--- config.mk ---
export PLATFORM = sky130hd
export DESIGN_NAME = rf_write_sequencer_flat
export DESIGN_NICKNAME = d
export VERILOG_FILES = /design/src/rtl/mlp_pkg.sv /design/src/rtl/rf_write_sequencer_if.sv /design/src/rtl/rf_tick_gen.sv /design/src/rtl/rf_write_sequencer.sv /design/src/flat_wrapper.sv
export SDC_FILE = /design/constraint.sdc
export NUM_CORES = 1
export LEC_CHECK = 0
export BUFFER_PORTS_ARGS = -buffer_cell sky130_fd_sc_hd__buf_2
export CAP_MARGIN = 20
export CELL_PAD_IN_SITES_DETAIL_PLACEMENT = 1
export CELL_PAD_IN_SITES_GLOBAL_PLACEMENT = 2
export CORE_MARGIN = 2
export CORE_UTILIZATION = 31
export CTS_CLUSTER_DIAMETER = 200
export DETAILED_ROUTE_END_ITERATION = 8
export GPL_TIMING_DRIVEN = 0
export HOLD_SLACK_MARGIN = 0.15
export PLACE_DENSITY = 0.9
export SLEW_MARGIN = 20
export SYNTH_ARGS = -nofsm -noshare
export SYNTH_HDL_FRONTEND = slang
export SYNTH_SLANG_ARGS = --single-unit
export TNS_END_PERCENT = 50
--- constraint.sdc ---
create_clock -name clk -period 2.1 [get_ports clk]
set_input_delay 0.105 -clock clk [delete_from_list [all_inputs] [get_ports clk]]
set_output_delay 0.105 -clock clk [all_outputs]
set_load 0.02 [all_outputs]
--- src/rtl/mlp_pkg.sv ---
// Shared types and widths for the MLP register-file write path.
package mlp_pkg;

  localparam int RF_ADDR_W = 7;
  localparam int RF_DATA_W = 8;

  typedef enum logic [1:0] {
    RF_IDLE,
    RF_RUN,
    RF_DONE
  } rf_seq_state_t;

endpackage

--- src/rtl/rf_write_sequencer_if.sv ---
// Control, source handshake and RF write port of the write sequencer.
interface rf_write_sequencer_if
  import mlp_pkg::*;
#(
  parameter int ADDR_W = RF_ADDR_W,
  parameter int DATA_W = RF_DATA_W
) ();

  logic              start;
  logic              abort;
  logic [ADDR_W-1:0] cfg_period;
  logic [ADDR_W-1:0] cfg_last;
  logic              src_valid;
  logic [DATA_W-1:0] src_data;
  logic              src_ready;
  logic              rf_we;
  logic [ADDR_W-1:0] rf_waddr;
  logic [DATA_W-1:0] rf_wdata;
  logic              busy;
  logic              done;
  logic              overrun;

  modport slave (
    input  start, abort, cfg_period, cfg_last, src_valid, src_data,
    output src_ready, rf_we, rf_waddr, rf_wdata, busy, done, overrun
  );

  modport master (
    output start, abort, cfg_period, cfg_last, src_valid, src_data,
    input  src_ready, rf_we, rf_waddr, rf_wdata, busy, done, overrun
  );

endinterface

--- src/rtl/rf_tick_gen.sv ---
// Strobe prescaler: one tick every period+1 enabled cycles, in place of a derived clock.
module rf_tick_gen
  import mlp_pkg::*;
#(
  parameter int W = RF_ADDR_W
) (
  input  logic         clk,
  input  logic         rst,
  input  logic         en,
  input  logic [W-1:0] period,
  output logic         tick
);

  logic [W-1:0] div_cnt;

  assign tick = en && (div_cnt == period);

  // Held at zero while disabled so the first tick lands period+1 cycles after enable.
  always_ff @(posedge clk or posedge rst) begin
    if (rst) begin
      div_cnt <= '0;
    end else if (!en || tick) begin
      div_cnt <= '0;
    end else begin
      div_cnt <= div_cnt + 1'b1;
    end
  end

endmodule

--- src/rtl/rf_write_sequencer.sv ---
// Sequences one layer's activations into RF addresses 0..cfg_last, one word per tick.
module rf_write_sequencer
  import mlp_pkg::*;
#(
  parameter int ADDR_W = RF_ADDR_W,
  parameter int DATA_W = RF_DATA_W
) (
  input  logic                 clk,
  input  logic                 rst,
  rf_write_sequencer_if.slave  bus
);

  rf_seq_state_t     state;
  logic [ADDR_W-1:0] waddr_q;
  logic [ADDR_W-1:0] period_q;
  logic [ADDR_W-1:0] last_q;
  logic              pending;
  logic              overrun_q;
  logic              run_en;
  logic              tick;
  logic              win;
  logic              transfer;
  logic [DATA_W-1:0] wdata;

  assign run_en = (state == RF_RUN);

  rf_tick_gen #(.W(ADDR_W)) u_tick_gen (
    .clk    (clk),
    .rst    (rst),
    .en     (run_en),
    .period (period_q),
    .tick   (tick)
  );

  // Abort closes the window outright, so it beats a same-cycle transfer.
  assign win      = run_en && (tick || pending) && !bus.abort;
  assign transfer = win && bus.src_valid;
  assign wdata    = bus.src_data;

  always_ff @(posedge clk or posedge rst) begin
    if (rst) begin
      state     <= RF_IDLE;
      waddr_q   <= '0;
      period_q  <= '0;
      last_q    <= '0;
      pending   <= 1'b0;
      overrun_q <= 1'b0;
    end else begin
      case (state)
        RF_IDLE: begin
          if (bus.start) begin
            state     <= RF_RUN;
            period_q  <= bus.cfg_period;
            last_q    <= bus.cfg_last;
            waddr_q   <= '0;
            pending   <= 1'b0;
            overrun_q <= 1'b0;
          end
        end
        RF_RUN: begin
          if (bus.abort) begin
            state <= RF_IDLE;
          end else begin
            // A tick landing on an unserved pending word is dropped, not queued.
            if (tick && pending && !transfer) begin
              overrun_q <= 1'b1;
            end
            if (transfer) begin
              pending <= 1'b0;
              if (waddr_q == last_q) begin
                state <= RF_DONE;
              end else begin
                waddr_q <= waddr_q + 1'b1;
              end
            end else if (tick) begin
              pending <= 1'b1;
            end
          end
        end
        RF_DONE: state <= RF_IDLE;
        default: state <= RF_IDLE;
      endcase
    end
  end

  assign bus.src_ready = win;
  assign bus.rf_we     = transfer;
  assign bus.rf_waddr  = waddr_q;
  assign bus.rf_wdata  = wdata;
  assign bus.busy      = run_en;
  assign bus.done      = (state == RF_DONE);
  assign bus.overrun   = overrun_q;

endmodule
--- src/flat_wrapper.sv ---
// flat-port wrapper written by rule: the top's interface ports become plain ports
module rf_write_sequencer_flat import mlp_pkg::*;
#(
  parameter int ADDR_W = RF_ADDR_W,
  parameter int DATA_W = RF_DATA_W
)
  (clk, rst, bus_start, bus_abort, bus_cfg_period, bus_cfg_last, bus_src_valid, bus_src_data, bus_src_ready, bus_rf_we, bus_rf_waddr, bus_rf_wdata, bus_busy, bus_done, bus_overrun);
  rf_write_sequencer_if #(.ADDR_W(ADDR_W), .DATA_W(DATA_W)) bus_i ();
  input  logic clk;
  input  logic rst;
  input wire logic [$bits(bus_i.start)-1:0] bus_start;
  input wire logic [$bits(bus_i.abort)-1:0] bus_abort;
  input wire logic [$bits(bus_i.cfg_period)-1:0] bus_cfg_period;
  input wire logic [$bits(bus_i.cfg_last)-1:0] bus_cfg_last;
  input wire logic [$bits(bus_i.src_valid)-1:0] bus_src_valid;
  input wire logic [$bits(bus_i.src_data)-1:0] bus_src_data;
  output wire logic [$bits(bus_i.src_ready)-1:0] bus_src_ready;
  output wire logic [$bits(bus_i.rf_we)-1:0] bus_rf_we;
  output wire logic [$bits(bus_i.rf_waddr)-1:0] bus_rf_waddr;
  output wire logic [$bits(bus_i.rf_wdata)-1:0] bus_rf_wdata;
  output wire logic [$bits(bus_i.busy)-1:0] bus_busy;
  output wire logic [$bits(bus_i.done)-1:0] bus_done;
  output wire logic [$bits(bus_i.overrun)-1:0] bus_overrun;
  assign bus_i.start = bus_start;
  assign bus_i.abort = bus_abort;
  assign bus_i.cfg_period = bus_cfg_period;
  assign bus_i.cfg_last = bus_cfg_last;
  assign bus_i.src_valid = bus_src_valid;
  assign bus_i.src_data = bus_src_data;
  assign bus_src_ready = bus_i.src_ready;
  assign bus_rf_we = bus_i.rf_we;
  assign bus_rf_waddr = bus_i.rf_waddr;
  assign bus_rf_wdata = bus_i.rf_wdata;
  assign bus_busy = bus_i.busy;
  assign bus_done = bus_i.done;
  assign bus_overrun = bus_i.overrun;
  rf_write_sequencer #(.ADDR_W(ADDR_W), .DATA_W(DATA_W)) u_core (.clk(clk), .rst(rst), .bus(bus_i));
endmodule
==> impl_metrics.yaml, run 1 <==
global_route:
  grt_pass1_wl_mm: 7.25
  grt_max_degree: 33
  track_usage: 0.149
  globalRouteOverflowTotal: 0
  antenna_found_initial: 0
  grt_pass1_vias: 1519
timing:
  period_share: 0.973
  worstMarginPinSlew_ns: 0.721
  clock_skew_ns: 0.00998
  hold_ws_ns: 0.204
  max_freq_mhz: 490
  rsz0062_at_grt: "true"
  hold_viol_final: 0
  setup_violations: 0
  max_slew_margin: 0.519
  period_needed_ns: 2.04
  drv_slew: 0
clock_network:
  clkSinkCount: 32
  clk_pin_slew_ns: 0.07
  cts_buffers: 5
  root_buffer: "clkbuf_8"
  postCtsSetupRepairBufs: 0
  htree_levels: 2
  clk_latency_ns: 0.29
  cts_buffer_depth: 2
  cts_tree: "built"
floorplanning:
  io_pins: 47
  initial_core_util: 0.319
  row_count: 27
  coreArea_mm2: 0.00544
  die_h_um: 78.8
  die_area_mm2: 0.00621
  die_w_um: 78.8
detailed_routing:
  wl_met2_mm: 2.03
  wl_met3_um: 156
  vias_per_cell: 4.53
  top_layer_used: "met4"
  num_vias: 1449
  drtAntennaViolNets: 0
  routed_wl_mm: 4.28
  drt-met1-wl_mm: 2.03
  drt_iter0_drc: 53
  wire_per_inst_um: 13.4
  drt-pass1-iter-count: 4
  route.detailed.drc: 0
power_and_ir_drop:
  cellPowerDensity_mw_per_mm2: 868
  leakage_nw: 1.16
  ir_drop_mv: 0.374
place:
  gp_congestion: 0.825
  postPlaceCellArea_mm2: 0.00201
  numPortBuffers: 38
  place_hpwl_mm: 3.05
cells_and_area:
  stdcell_area_mm2: 0.00232
  utilization: 0.427
  synthToLayoutAreaGrowth_pct: 33.8
  drive_above_1_share: 0.274
  antenna_cells: 0
  final_nets: 276
synth:
  ys_seq_elements: 32
  post_synth_num_cell_types: 38
  syn-num-nets: 214
  synth_area_mm2: 0.00173
  synthMostInstantiatedCell: "nand2_1"
  netlist_instances: 185
  yosysTopAreaCell: "dfrtp_1"
  ys.flop_type: "dfrtp_1"
  synth_async_sr_flop_share: 1.00
  synth_edf_count: 0
  yosys-top-cells-count: "51 x nand2_1, 32 x dfrtp_1, 18 x nor2_1, 10 x xnor2_1, 8 x buf_4"
  yosysSeqAreaShare: 0.462
  ys_top_cells_by_area: "dfrtp_1 46%, nand2_1 11%, xnor2_1 5.1%"
  yosys.area.top_type_share: 0.462
  ys_warn_count: 0
  synth.avg_cell_area_um2: 9.37
critical_path:
  cp_top_family: "compound AO/OA/AOI/OAI gates"
  arrival_ns: 2.22
  crit_fanout: 5
  startpoint_type: "register"
  path_buf_inv: 0
  cp-end-kind: "register"
  crit_type: "register to register"
  critPathSlowestCell: "o41ai_2"
  crit_chain: "xnor2_2 -> nand4_2 -> o41ai_2 -> and3_4 -> mux2_4"
  cp.required_ns: 2.28
  critical-path-max-stage-delay_ns: 0.52
worst_hold_path:
  hold_class: "input pin to register"
outcome:
  status: "complete, no violations"
run:
  cap_viol_max_count: 0
==> routing by layer <==
metal,vias to the layer above,track usage
met1,686,0.191
met5,-,0
li1,729,-
met4,0,0.0474
met3,6,0.0318
met2,28,0.252
==> logic make-up after synthesis <==
| family | synth area share |
|---|---|
| AO/OA/AOI/OAI | 0.0606 |
| XOR/XNOR | 0.113 |
| adder cells (fa/ha/maj) | 0.0144 |
| buffers and inverters | 0.0519 |
| flip-flops | 0.462 |
| multiplexers | 0.0260 |
| AND/OR/NAND/NOR | 0.272 |
==> sequential cells by signal, summed over array words and instances, names as in the netlist <==
signal                     count
u_core.bus.rf_waddr            7
u_core.period_q                7
u_core.bus.overrun             1
u_core.u_tick_gen.div_cnt      7
u_core.pending                 1
u_core.last_q                  7
u_core.state                   2
==> timing repair <==
| item | 4_1_cts | 5_1_grt |
|---|---|---|
| setup endpoints to repair | 1 | 11 |
| hold buffers | 17 | 0 |
| endpoints found under the hold margin | 47 | 0 |
| gates resized for setup | 1 | 4 |
| pin swaps | 0 | 0 |
==> area by class of cell <==
cell class | instances | area (um2)
fillers | 633 | 3120
well taps | 72 | 90.1
clock buffers | 7 | 96.3
plain buffers | 12 | 77.6
flip-flops and latches | 32 | 801
clock inverters | 1 | 30.0
repair buffers | 55 | 360
multi-input cells | 137 | 850
inverters | 4 | 15.0
==> final timing paths <==
kind / cells after the start / startpoint / slack (ns) / endpoint
min: 3 / bus_abort / 0.20 / u_core.state[0]
min in group asynchronous: 3 / rst / 0.47 / u_core.u_tick_gen.div_cnt[2]
max in group asynchronous: 3 / rst / 1.14 / u_core.last_q[6]
min reg2reg: 2 / u_core.bus.overrun / 0.48 / u_core.bus.overrun
max: 5 / u_core.u_tick_gen.div_cnt[1] / 0.06 / u_core.bus.rf_waddr[0]
max reg2reg: 5 / u_core.u_tick_gen.div_cnt[1] / 0.06 / u_core.bus.rf_waddr[0]
==> worst reg2reg max path: stages (launching register included) <==
cell	delay [ns]
dfrtp_1	0.42
xnor2_2	0.19
nand4_2	0.18
o41ai_2	0.52
and3_4	0.34
mux2_4	0.30
==> power breakdown <==
part	internal [mW]	switching (mW)
Sequential	0.712	0.116
Clock	0.419	0.237
Combinational	0.241	0.289
==> per-stage QoR <==
step	worst slack [ns]	power, mW	setup TNS (ns)	cells
2_1_floorplan	0.336	1.19	0	185
3_3_place_gp	0.121	1.33	0	295
3_5_place_dp	0.0857	1.35	0	295
4_1_cts	0.0297	2.04	0	320
5_1_grt	-0.0517	2.14	-0.0961	320
6_report	0.0572	2.01	0	320
==> cells in the final DEF, fill, tap and decap left out, types with 4 or more instances in the layout <==
master | Yosys | layout
nand2_1 | 51 | 51
buf_2 | 0 | 38
dfrtp_1 | 32 | 32
nor2_1 | 18 | 18
dlygate4sd3_1 | 0 | 17
xnor2_1 | 10 | 10
buf_4 | 8 | 8
clkbuf_8 | 0 | 7
nand2b_1 | 5 | 5
xor2_1 | 5 | 5
nand4_1 | 5 | 5
nor2b_1 | 4 | 4
xnor2_2 | 4 | 4
Power figures use the tool's default switching activity.
==> run 2: changes to the inputs <==
- CORE_UTILIZATION: 31 -> 25
- PLACE_DENSITY: 0.9 -> 0.77
==> impl_metrics.yaml, run 2 (same netlist as run 1, synthesis figures left out) <==
detailed_routing:
  routed_wl_mm: 4.52
  drt_iter0_drc: 23
  drtAntennaViolNets: 0
  vias_per_cell: 4.58
  wire_per_inst_um: 13.7
  route.detailed.drc: 0
  num_vias: 1507
  drt-pass1-iter-count: 3
global_route:
  grt_max_degree: 33
  grt_pass1_vias: 1641
  antenna_found_initial: 0
  grt_pass1_wl_mm: 7.78
  globalRouteOverflowTotal: 0
  track_usage: 0.130
clock_network:
  cts_buffers: 5
  htree_levels: 2
  root_buffer: "clkbuf_8"
  clkSinkCount: 32
  clk_pin_slew_ns: 0.07
  clk_latency_ns: 0.28
  cts_tree: "built"
  cts_buffer_depth: 2
cells_and_area:
  final_nets: 278
  drive_above_1_share: 0.285
  stdcell_count: 329
  final_common_cell: "nand2_1"
  stdcell_area_mm2: 0.00234
  utilization: 0.346
  antenna_cells: 0
  layout_common_cells: "51 x nand2_1, 38 x buf_2, 29 x dfrtp_1"
  synthToLayoutAreaGrowth_pct: 34.7
place:
  numPortBuffers: 38
  place_hpwl_mm: 3.26
  gp_congestion: 0.829
  post-place-ws_ns: 0.0493
  place_inst: 303
  postPlaceCellArea_mm2: 0.00202
worst_hold_path:
  holdCritStartpoint: "bus_abort"
  hold_class: "input pin to register"
  hold_depth: 4
floorplanning:
  io_pins: 47
  die_area_mm2: 0.00762
  row_count: 30
  initial_core_util: 0.257
  die_w_um: 87.3
  die_h_um: 87.3
  coreArea_mm2: 0.00676
critical_path:
  ff2ff_path_depth: 4
  crit_type: "register to output port"
  cp-end-kind: "output port"
  cp.required_ns: 2.00
  startpoint: "u_core.period_q[5]"
  arrival_ns: 1.87
  crit_fanout: 4
  startpoint_type: "register"
  rr_startpoint: "u_core.u_tick_gen.div_cnt[3]"
power_and_ir_drop:
  leakage_nw: 1.15
  ir_drop_mv: 0.349
  cellPowerDensity_mw_per_mm2: 798
run:
  cap_viol_max_count: 0
outcome:
  status: "complete, no violations"
timing:
  drv_slew: 0
  max_freq_mhz: 507
  max_slew_margin: 0.531
  setup_violations: 0
  period_share: 0.939
  setup_tns_ns: 0
  clock_skew_ns: 0.00616
  period_needed_ns: 1.97
  hold_viol_final: 0
  rsz0062_at_grt: "false"
  fin_ws_ns: 0.127
  worstMarginPinSlew_ns: 0.703
## run 2: cell count changes in the layout (fill, tap and decap cells not counted), moves of 2 or more
cell,change
clkbuf_1,+2
buf_4,+3
dfrtp_2,+3
dfrtp_1,-3
clkbuf_8,-2
## run 2: critical path: stages (launching register included)
cell	delay, ns
dfrtp_2	0.45
xnor2_4	0.20
nand4_4	0.16
nor4_4	0.29
o21a_1	0.22
and2_1	0.13
buf_2	0.15
## run 2: area by class of cell
type,count,area (um2)
buffer,12,76.3
fill,802,4420
tap,80,100
timing repair buffer,57,373
sequential,32,805
inverter,4,15.0
clock buffer,6,72.6
multi-input combinational,137,890
clock inverter,1,5.00
## run 2: through the flow
| step | power (mW) | hold slack, ns |
|---|---|---|
| detailed placement | 1.36 | 0.264 |
| floorplan | 1.19 | 0.210 |
| CTS | 1.84 | 0.160 |
| global placement | 1.34 | 0.297 |
| finish | 1.86 | 0.167 |
| global route | 2.00 | 0.208 |
## run 2: what timing repair did
action / CTS / global route
setup endpoints to repair: 2 / 11
gates cloned: 0 / 0
hold buffers: 16 / 0
resized for setup: 1 / 9
endpoints found under the hold margin: 47 / 0
pin swaps: 0 / 4
buffers inserted: 0 / 3
## run 2: metal layers
layer / GRT usage / vias to the layer above / part of all wire
met5: 0 / - / 0
met4: 0.0210 / 0 / 0.0044
met3: 0.0294 / 5 / 0.035
met2: 0.231 / 31 / 0.52
met1: 0.163 / 737 / 0.44
li1: - / 734 / -
## run 2: power by group
| part | total (mW) | internal [mW] | switching (mW) | leakage, nW |
|---|---|---|---|---|
| clock | 0.447 | 0.225 | 0.221 | 0.0410 |
| combinational | 0.584 | 0.264 | 0.320 | 0.697 |
| sequential | 0.833 | 0.714 | 0.119 | 0.414 |
## run 2: final timing paths
| kind | slack [ns] | end |
|---|---|---|
| min in group asynchronous | 0.48 | u_core.period_q[1] |
| worst min-delay path | 0.17 | u_core.bus.overrun |
| worst min register to register | 0.49 | u_core.bus.overrun |
| worst max-delay path | 0.13 | bus_rf_we |
| worst max register to register | 0.15 | u_core.bus.rf_waddr[0] |
| max in group asynchronous | 1.12 | u_core.u_tick_gen.div_cnt[5] |
==> run 3: changes to the inputs <==
- ABC_AREA: not set -> 1
- PLACE_DENSITY: 0.77 -> 0.79
==> impl_metrics.yaml, run 3 <==
detailed_routing:
  drt_iter0_drc: 24
  vias_per_cell: 4.08
  drtAntennaViolNets: 0
  routed_wl_mm: 4.21
  route.detailed.drc: 0
  wire_per_inst_um: 11.2
  num_vias: 1531
  drt-pass1-iter-count: 5
synth:
  synth_area_mm2: 0.00176
  netlist_instances: 217
  yosysSeqAreaShare: 0.455
  yosys-top-cells-count: "57 x nand2_1, 32 x dfrtp_1, 27 x inv_1, 26 x nor2_1"
  synth.avg_cell_area_um2: 8.12
  synth_async_sr_flop_share: 1.00
  synthMostInstantiatedCell: "nand2_1"
  synth_edf_count: 0
  syn-num-nets: 246
  ys_top_cells_by_area: "dfrtp_1 45%, nand2_1 12%, inv_1 5.8%"
  yosys.area.top_type_share: 0.455
  yosysTopAreaCell: "dfrtp_1"
  post_synth_num_cell_types: 25
  ys.flop_type: "dfrtp_1"
  ys_seq_elements: 32
  ys_warn_count: 0
critical_path:
  cp_top_family: "simple AND/OR/NAND/NOR gates"
  rr_startpoint: "u_core.u_tick_gen.div_cnt[0]"
  crit_chain: "inv_1 -> nand2_1 -> nand2_1 -> nor2_1 -> nand2_1 -> nor2_2 -> inv_2 -> nand2_2 -> nand3_4 -> inv_1 -> buf_2"
  cp-end-kind: "output port"
  crit_type: "register to output port"
  cp.required_ns: 2.00
  crit_fanout: 6
  critical-path-max-stage-delay_ns: 0.41
  critPathSlowestCell: "dfrtp_1"
  ff2ff_path_depth: 13
  reg2reg_to: "u_core.bus.rf_waddr[1]"
  rrSetupSlack_ns: 0.46
  startpoint_type: "register"
  arrival_ns: 1.69
  cp_common_cell: "nand2_1"
  path_buf_inv: 4
timing:
  period_share: 0.857
  max_slew_margin: 0.538
  max_freq_mhz: 556
  setup_violations: 0
  worstMarginPinSlew_ns: 0.691
  drv_slew: 0
  period_needed_ns: 1.80
  rsz0062_at_grt: "false"
  hold_viol_final: 0
  setup_tns_ns: 0
  clock_skew_ns: 0.00873
floorplanning:
  coreArea_mm2: 0.00679
  io_pins: 47
  row_count: 30
  initial_core_util: 0.259
  die_h_um: 87.9
  die_area_mm2: 0.00773
  die_w_um: 87.9
clock_network:
  cts_buffers: 5
  postCtsSetupRepairBufs: 0
  cts_tree: "built"
  clkSinkCount: 32
  htree_levels: 2
  clk_latency_ns: 0.29
  root_buffer: "clkbuf_8"
  clk_pin_slew_ns: 0.08
  cts_buffer_depth: 2
place:
  numPortBuffers: 38
  place_hpwl_mm: 3.14
  gp_congestion: 0.739
cells_and_area:
  antenna_cells: 0
  layout_common_cells: "57 x nand2_1, 39 x buf_2, 32 x dfrtp_1"
  drive_above_1_share: 0.269
  multi_input_area_um2: 772
  final_common_cell: "nand2_1"
  seq_area_um2: 801
  final_nets: 307
  synthToLayoutAreaGrowth_pct: 32.0
  num-fill-cells: 836
global_route:
  grt_pass1_vias: 1598
  track_usage: 0.119
  grt_max_degree: 33
  globalRouteOverflowTotal: 0
  antenna_found_initial: 0
  grt_pass1_wl_mm: 7.11
power_and_ir_drop:
  cellPowerDensity_mw_per_mm2: 800
  p_total_mw: 1.86
  ir_drop_mv: 0.376
  leakage_nw: 1.21
outcome:
  status: "complete, no violations"
worst_hold_path:
  hold_depth: 6
  holdCritStartpoint: "bus_start"
  hold_class: "input pin to register"
  min_to: "u_core.bus.overrun"
run:
  cap_viol_max_count: 0
-- run 3: final cells by class --
cell class / instances / area share
multi-input cells: 143 / 0.332
flip-flops and latches: 32 / 0.344
repair buffers: 54 / 0.151
clock inverters: 3 / 0.0102
clock buffers: 5 / 0.0296
plain buffers: 10 / 0.0296
well taps: 96 / 0.0517
inverters: 32 / 0.0517
-- run 3: cells by family (layout without fill, tap and decap cells) --
logic type | Yosys count | after routing | share of synthesized area
AO/OA/AOI/OAI | 12 | 12 | 0.0369
XOR/XNOR | 14 | 14 | 0.0696
adder cells (fa/ha/maj) | 2 | 2 | 0.0142
buffers and inverters | 42 | 104 | 0.107
flip-flops | 32 | 32 | 0.455
multiplexers | 8 | 8 | 0.0511
AND/OR/NAND/NOR | 107 | 107 | 0.266
-- run 3: worst max path at each step --
stage	from	end	slack [ns]	cells after the start
6_report	u_core.u_tick_gen.div_cnt[0]	bus_rf_we	0.30	11
5_1_grt	u_core.u_tick_gen.div_cnt[3]	bus_rf_we	0.07	11
3_3_place_gp	u_core.u_tick_gen.div_cnt[3]	u_core.bus.rf_waddr[0]	0.49	13
2_1_floorplan	u_core.bus.rf_waddr[0]	u_core.bus.rf_waddr[6]	0.68	7
4_1_cts	u_core.u_tick_gen.div_cnt[0]	bus_rf_we	0.25	11
3_5_place_dp	u_core.u_tick_gen.div_cnt[0]	u_core.bus.rf_waddr[1]	0.43	13
-- run 3: worst min-delay path, stage by stage --
cell and delay (ns):
buf_2 0.09, o22ai_1 0.08, inv_1 0.05, nand2_1 0.04, nand2_1 0.05, nand2_1 0.04
-- run 3: power breakdown --
| part | total, mW | leakage, nW | switching, mW | internal [mW] |
|---|---|---|---|---|
| registers | 0.829 | 0.402 | 0.105 | 0.724 |
| logic | 0.544 | 0.768 | 0.312 | 0.232 |
| clock network | 0.487 | 0.0404 | 0.253 | 0.234 |
| total | 1.86 | 1.21 | 0.669 | 1.19 |
-- run 3: layer usage --
| metal | global-route usage | up-vias | share of wire |
|---|---|---|---|
| met5 | 0 | - | 0 |
| met4 | 0.0294 | 0 | 0.0088 |
| met3 | 0.0283 | 5 | 0.037 |
| met2 | 0.207 | 30 | 0.49 |
| met1 | 0.147 | 715 | 0.46 |
| li1 | - | 781 | - |
-- run 3: repair_timing --
action	4_1_cts	5_1_grt
resized for setup	0	0
endpoints found under the setup margin	0	0
endpoints found under the hold margin	47	0
hold buffers	16	0
-- run 3: metrics by stage --
step / util / cell area, um2 / hold slack [ns] / setup WS (ns) / std cells
2_1_floorplan: - / 1760 / 0.221 / 0.685 / 217
3_3_place_gp: 0.305 / 2070 / 0.338 / 0.493 / 351
3_5_place_dp: 0.305 / 2070 / 0.266 / 0.432 / 351
4_1_cts: 0.342 / 2320 / 0.201 / 0.253 / 375
5_1_grt: 0.342 / 2320 / 0.254 / 0.0729 / 375
6_report: 0.342 / 2320 / 0.204 / 0.301 / 375
